File: config.mk
export PLATFORM = sky130hd
export DESIGN_NAME = start_gen
export DESIGN_NICKNAME = d
export VERILOG_FILES = /design/src/rtl/start_gen_pkg.sv /design/src/rtl/start_chan.sv /design/src/rtl/synchronizer_n.sv /design/src/rtl/start_gen.sv
export SDC_FILE = /design/constraint.sdc
export NUM_CORES = 1
export LEC_CHECK = 0
export ABC_CLOCK_PERIOD_IN_PS = 4100
export BUFFER_PORTS_ARGS = -buffer_cell sky130_fd_sc_hd__buf_2
export CORE_MARGIN = 1
export CORE_UTILIZATION = 60
export CTS_BUF_LIST = sky130_fd_sc_hd__clkbuf_16
export CTS_CLUSTER_DIAMETER = 60
export CTS_CLUSTER_SIZE = 28
export DETAILED_ROUTE_END_ITERATION = 6
export PLACE_DENSITY_LB_ADDON = 0.05
export SYNTH_ARGS = -nofsm -noshare
export SYNTH_HDL_FRONTEND = slang
export SYNTH_SLANG_ARGS = --single-unit
File: constraint.sdc
create_clock -name aclk -period 4.1 [get_ports aclk]
set_input_delay 1.025 -clock aclk [delete_from_list [all_inputs] [get_ports aclk]]
set_output_delay 1.025 -clock aclk [all_outputs]
set_load 0.005 [all_outputs]
File: src/rtl/start_gen_pkg.sv
// Shared types for the multi-channel start/trigger generator.
package start_gen_pkg;

  // Per-channel operating mode as encoded in MODE_REG.
  typedef enum logic [1:0] {
    LEVEL    = 2'd0,
    PULSE    = 2'd1,
    PERIODIC = 2'd2,
    RSVD     = 2'd3
  } mode_t;

  // Channel sequencer states.
  typedef enum logic [1:0] {
    IDLE  = 2'd0,
    DELAY = 2'd1,
    HIGH  = 2'd2,
    LOW   = 2'd3
  } state_t;

endpackage

File: src/rtl/start_chan.sv
// One start channel: edge detect, configuration latch, counter and sequencer.
module start_chan
  import start_gen_pkg::*;
#(
  parameter int unsigned CntW = 16
) (
  input  logic            clk_i,
  input  logic            rst_ni,
  input  logic            s_sync_i,
  input  logic [1:0]      mode_i,
  input  logic [CntW-1:0] delay_i,
  input  logic [CntW-1:0] width_i,
  input  logic [CntW-1:0] period_i,
  output logic            start_o,
  output logic            busy_o
);

  localparam logic [CntW-1:0] One = CntW'(1);

  state_t          state_q, state_d;
  mode_t           mode_q, mode_d;
  logic [CntW-1:0] cnt_q, cnt_d;
  logic [CntW-1:0] w_q, w_d;
  logic [CntW-1:0] low_q, low_d;
  logic            s_d_q;
  logic            start_q, start_d;
  logic            busy_q, busy_d;

  logic            rise, fall;
  mode_t           mode_in;
  logic            mode_in_seq;
  logic [CntW-1:0] w_in;
  logic [CntW-1:0] low_in;

  assign rise        = s_sync_i & ~s_d_q;
  assign fall        = ~s_sync_i & s_d_q;
  assign mode_in     = mode_t'(mode_i);
  assign mode_in_seq = (mode_in == PULSE) || (mode_in == PERIODIC);
  assign w_in        = (width_i == '0) ? One : width_i;
  // Low phase length; zero means the periodic output never drops.
  assign low_in      = (period_i > w_in) ? (period_i - w_in) : '0;

  // State, counter, latched configuration and registered outputs.
  always_ff @(posedge clk_i or negedge rst_ni) begin
    if (!rst_ni) begin
      state_q <= IDLE;
      mode_q  <= LEVEL;
      cnt_q   <= '0;
      w_q     <= '0;
      low_q   <= '0;
      s_d_q   <= 1'b0;
      start_q <= 1'b0;
      busy_q  <= 1'b0;
    end else begin
      state_q <= state_d;
      mode_q  <= mode_d;
      cnt_q   <= cnt_d;
      w_q     <= w_d;
      low_q   <= low_d;
      s_d_q   <= s_sync_i;
      start_q <= start_d;
      busy_q  <= busy_d;
    end
  end

  // Next-state, counter reloads and configuration latch on accepted rise.
  always_comb begin
    state_d = state_q;
    mode_d  = mode_q;
    cnt_d   = cnt_q;
    w_d     = w_q;
    low_d   = low_q;
    unique case (state_q)
      IDLE: begin
        if (rise && mode_in_seq) begin
          mode_d = mode_in;
          w_d    = w_in;
          low_d  = low_in;
          if (delay_i != '0) begin
            state_d = DELAY;
            cnt_d   = delay_i - One;
          end else begin
            state_d = HIGH;
            cnt_d   = w_in - One;
          end
        end
      end
      DELAY: begin
        if (cnt_q == '0) begin
          state_d = HIGH;
          cnt_d   = w_q - One;
        end else begin
          cnt_d = cnt_q - One;
        end
      end
      HIGH: begin
        if (cnt_q == '0) begin
          if (mode_q == PERIODIC) begin
            if (low_q != '0) begin
              state_d = LOW;
              cnt_d   = low_q - One;
            end else begin
              cnt_d = w_q - One;
            end
          end else begin
            state_d = IDLE;
          end
        end else begin
          cnt_d = cnt_q - One;
        end
      end
      LOW: begin
        if (cnt_q == '0) begin
          state_d = HIGH;
          cnt_d   = w_q - One;
        end else begin
          cnt_d = cnt_q - One;
        end
      end
      default: state_d = IDLE;
    endcase
    // A periodic stop overrides any terminal-count transition.
    if ((state_q != IDLE) && (mode_q == PERIODIC) && fall) begin
      state_d = IDLE;
      cnt_d   = '0;
    end
  end

  // Output next values: level passthrough while idle, else decoded from next state.
  always_comb begin
    start_d = 1'b0;
    busy_d  = (state_d != IDLE);
    if ((state_q == IDLE) && (state_d == IDLE)) begin
      start_d = ~mode_in_seq & s_sync_i;
    end else begin
      start_d = (state_d == HIGH);
    end
  end

  assign start_o = start_q;
  assign busy_o  = busy_q;

endmodule

File: src/rtl/synchronizer_n.sv
// Multi-stage flip-flop synchronizer for a single bit crossing into clk_i.
module synchronizer_n #(
  parameter int unsigned Stages = 2
) (
  input  logic clk_i,
  input  logic rst_ni,
  input  logic d_i,
  output logic q_o
);

  logic [Stages-1:0] sync_q;

  // Shift the asynchronous input through the flop chain.
  always_ff @(posedge clk_i or negedge rst_ni) begin
    if (!rst_ni) begin
      sync_q <= '0;
    end else begin
      sync_q <= {sync_q[Stages-2:0], d_i};
    end
  end

  assign q_o = sync_q[Stages-1];

endmodule

File: src/rtl/start_gen.sv
// Multi-channel start/trigger generator: N synchronised, independently moded channels.
module start_gen
  import start_gen_pkg::*;
#(
  parameter int unsigned N     = 4,
  parameter int unsigned CNT_W = 16
) (
  input  logic               aclk,
  input  logic               aresetn,
  input  logic [N-1:0]       START_REG,
  input  logic [2*N-1:0]     MODE_REG,
  input  logic [CNT_W*N-1:0] DELAY_REG,
  input  logic [CNT_W*N-1:0] WIDTH_REG,
  input  logic [CNT_W*N-1:0] PERIOD_REG,
  output logic [N-1:0]       start,
  output logic [N-1:0]       busy
);

  for (genvar i = 0; i < N; i++) begin : g_chan
    logic s_sync;

    synchronizer_n #(
      .Stages(2)
    ) u_sync (
      .clk_i (aclk),
      .rst_ni(aresetn),
      .d_i   (START_REG[i]),
      .q_o   (s_sync)
    );

    start_chan #(
      .CntW(CNT_W)
    ) u_chan (
      .clk_i   (aclk),
      .rst_ni  (aresetn),
      .s_sync_i(s_sync),
      .mode_i  (MODE_REG[2*i +: 2]),
      .delay_i (DELAY_REG[CNT_W*i +: CNT_W]),
      .width_i (WIDTH_REG[CNT_W*i +: CNT_W]),
      .period_i(PERIOD_REG[CNT_W*i +: CNT_W]),
      .start_o (start[i]),
      .busy_o  (busy[i])
    );
  end

endmodule

==> results.md <==
- Slew margin rel.: 0.269
- Status: completed
- Hold_ws: 0.344 ns
- Final Wtd Congestion: 0.985
- Critical Path RT: 4.52 ns
- Leak Pwr: 10.1 nW
- Synth area leader: dfrtp_1
- Drt initial violations: 1589
- Clock Pin Slew Worst Setup and Hold Paths: 0.07 ns
- Worst skew pair latency: 0.53 ns
- Core box area: 31600 µm²
- Vias in the first global route: 18800
- Post-synth ARST share: 1.00
- RSZ-0062 raised after global routing: false
- Grt met2 use: 0.580
- Pre-CTS setup slack: -0.524 ns
- Yosys reg bits: 228
- Global route overflow: 0
- Layout fillers: 2587
- Critical path class: in -> reg
- Power density cells: 455 nW/µm²
- Library cells used by synthesis: 102
- Tmin final: 3.97 ns
- Post-synth EDFFs: 0
- Cell total after placement: 3063
- Antenna violations before repair: 2
- Reg area: 5710 µm²
- Finished Cell Area: 22400 µm²
- Share of layout cells above drive strength 1: 0.173
- First-pass GRT wire length: 95.3 mm
- Top cell type's share of synthesized area: 0.294
- Worst hold path type: reg -> reg
- Synth top area cells: dfrtp_1, ha_1, xnor2_1
- Clock sinks: 228
- CTS tree: built
- I/O Buffers: 213
- DIE AREA: 33000 µm²
- Via count: 19700
- Fin util: 0.709
- Worst Max-Slew Pin Slew: 1.10 ns
- Peak supply drop: 0.000322 V
- Std cell rows: 65
- Worst Path Max Fanout: 16
- Clk buf depth: 3
- Cell with the most instances after synthesis: nand2_1
- Fin. Hold Viols: 0
- Setup ws final: 0.130 ns
- Multi-input logic area: 12900 µm²
- CTS Hold Bufs: 0
- Max-cap viol count: 0
- Final HPWL from detailed placement: 46.2 mm
- Largest net degree at the start of global routing: 94
- Setup violators final: 0
- Slew Limit Fails: 0
- Top post-synthesis cells by count: nand2_1, dfrtp_1, o21ai_0, nor2_1, a21oi_1
- Mapped Cells: 2406
- F_max: 0.252 GHz
- Seq/Total Area, Yosys: 0.294
- Main synth FF type: dfrtp_1
- Final period utilization: 0.968
- DRT antenna net count: 0
- Yosys warnings: 0
- Syn_nets: 2708
- Non-filler cells, final: 3105
- Routed len/inst: 19.0 µm
- Vias per Instance: 6.35
- Drt total wl: 59.1 mm
- Worst clock skew: 0.0126 ns
- Mean Syn Cell Area: 8.06 µm²
- Critical Path AT: 4.39 ns
- Die Ht: 182 µm
- DRC viols: 0
- Most used routing layer: met2
- CTS root buf: clkbuf_16
- CP endpoint kind: flip-flop
- DIE WIDTH: 182 µm
- Num CTS Buffers: 22
- GR Layer Usage met1: 0.478
- I/O Pins: 214
- Fin nets: 2987
- Placed Area: 21700 µm²
- Layout area overhead: 15.8%
- Met3 Use GR: 0.0497
- Syn Std Cell Area: 19400 µm²
- Worst Hold Depth: 0
- Reg2reg path depth: 9
- Initial Util: 0.613
- Pre-antenna DRT Iters: 6
- GRT Util Overall: 0.355
- Crit path launch type: input pin
- H-tree depth: 1
- FF-to-FF setup slack: 0.81 ns
-- layout make-up --
class / instances / share of cell area
multi-input combinational: 1959 / 0.573
clock inverter: 17 / 0.00719
timing repair buffer: 360 / 0.0982
clock buffer: 23 / 0.0256
tap: 402 / 0.0224
sequential: 228 / 0.254
antenna: 2 / 0.000223
inverter: 114 / 0.0191
-- final timing paths --
check	start	to
max in group asynchronous	aresetn	g_chan[0].u_chan.w_q[10]$_DFFE_PN0P_
hold reg to reg	g_chan[1].u_sync.sync_q[0]$_DFF_PN0_	g_chan[1].u_sync.sync_q[1]$_DFF_PN0_
min in group asynchronous	aresetn	g_chan[2].u_chan.cnt_q[5]$_DFFE_PN0P_
setup / recovery	WIDTH_REG[27]	g_chan[1].u_chan.low_q[14]$_DFFE_PN0P_
setup reg to reg	g_chan[3].u_chan.cnt_q[9]$_DFFE_PN0P_	g_chan[3].u_chan.cnt_q[14]$_DFFE_PN0P_
hold / removal	g_chan[1].u_sync.sync_q[0]$_DFF_PN0_	g_chan[1].u_sync.sync_q[1]$_DFF_PN0_
-- worst max-delay path, stage by stage --
cell and delay (ns):
buf_2 0.10, or4_4 0.57, nor4_4 0.27, a41o_1 0.27, ha_2 0.20, inv_1 0.05, fa_2 0.33, a311o_1 0.34
a221o_1 0.31, a21oi_2 0.16, o21a_1 0.16, or2_1 0.11, a21oi_2 0.17, a32o_1 0.32
-- routing by layer --
layer / routed length (µm) / share of wire / vias to the layer above
li1: - / - / 9423
met5: 0 / 0 / -
met4: 2170 / 0.037 / 0
met3: 4540 / 0.077 / 141
met1: 25100 / 0.43 / 9279
met2: 27200 / 0.46 / 879
-- placed cells by master, fill, tap and decap left out, drive strengths merged, types with 8 or more instances in the layout --
master    n
nor4b    11
o221ai   10
or3      41
ha       92
nor4     59
a21oi   178
o41ai    13
nor3    104
nand4    16
o22ai    18
xnor2   127
buf     360
nand2   253
or4      27
dfrtp   228
mux2i    13
xor2    105
a22o     63
a31oi    38
o211ai   31
and2      8
a32o     13
nand3    51
o21ai   190
nor2b    29
and3     10
a211oi   25
inv     122
a221oi    8
o31ai    19
nand3b   18
nor2    185
clkbuf   23
nand2b   21
nor3b    11
a21o     18
or2      20
-- report_power, final --
group,switching (mW),internal [mW]
Combinational,2.55,2.01
Clock,0.950,1.16
Sequential,0.726,2.80
-- what timing repair did --
item	CTS	global route
gates resized for setup	0	1
buffers inserted	0	0
setup endpoints to repair	0	26
-- sequential cells by signal, summed over array words and instances (netlist names) --
register,flops
g_chan.u_chan.low_q,64
g_chan.u_chan.start_o,4
g_chan.u_chan.busy_o,4
g_chan.u_chan.w_q,64
g_chan.u_chan.mode_q,8
g_chan.u_chan.cnt_q,64
g_chan.u_chan.state_q,8
g_chan.u_sync.sync_q,8
g_chan.u_chan.s_d_q,4
-- logic make-up (layout without fill, tap and decap cells) --
group                      after synthesis  count (layout)  share of synthesized area
DFF                                    228             228                      0.294
and+or+nand+nor                        889             889                      0.234
muxes                                   20              20                     0.0108
buffers and inverters                  219             514                     0.0458
adders and majority gates               96              96                     0.0635
other                                    0               2                          0
AOI/OAI and AO/OA                      722             722                      0.247
xor gates and xnor gates               232             232                      0.105
-- through the flow --
step	TNS (ns)	power, mW
after floorplan	-3.40	6.71
after global placement	-11.12	7.88
after detailed placement	-15.40	8.02
after CTS	0	10.2
after global routing	0	10.9
final	0	10.2
Note: power is estimated with default switching activity, not from simulation.
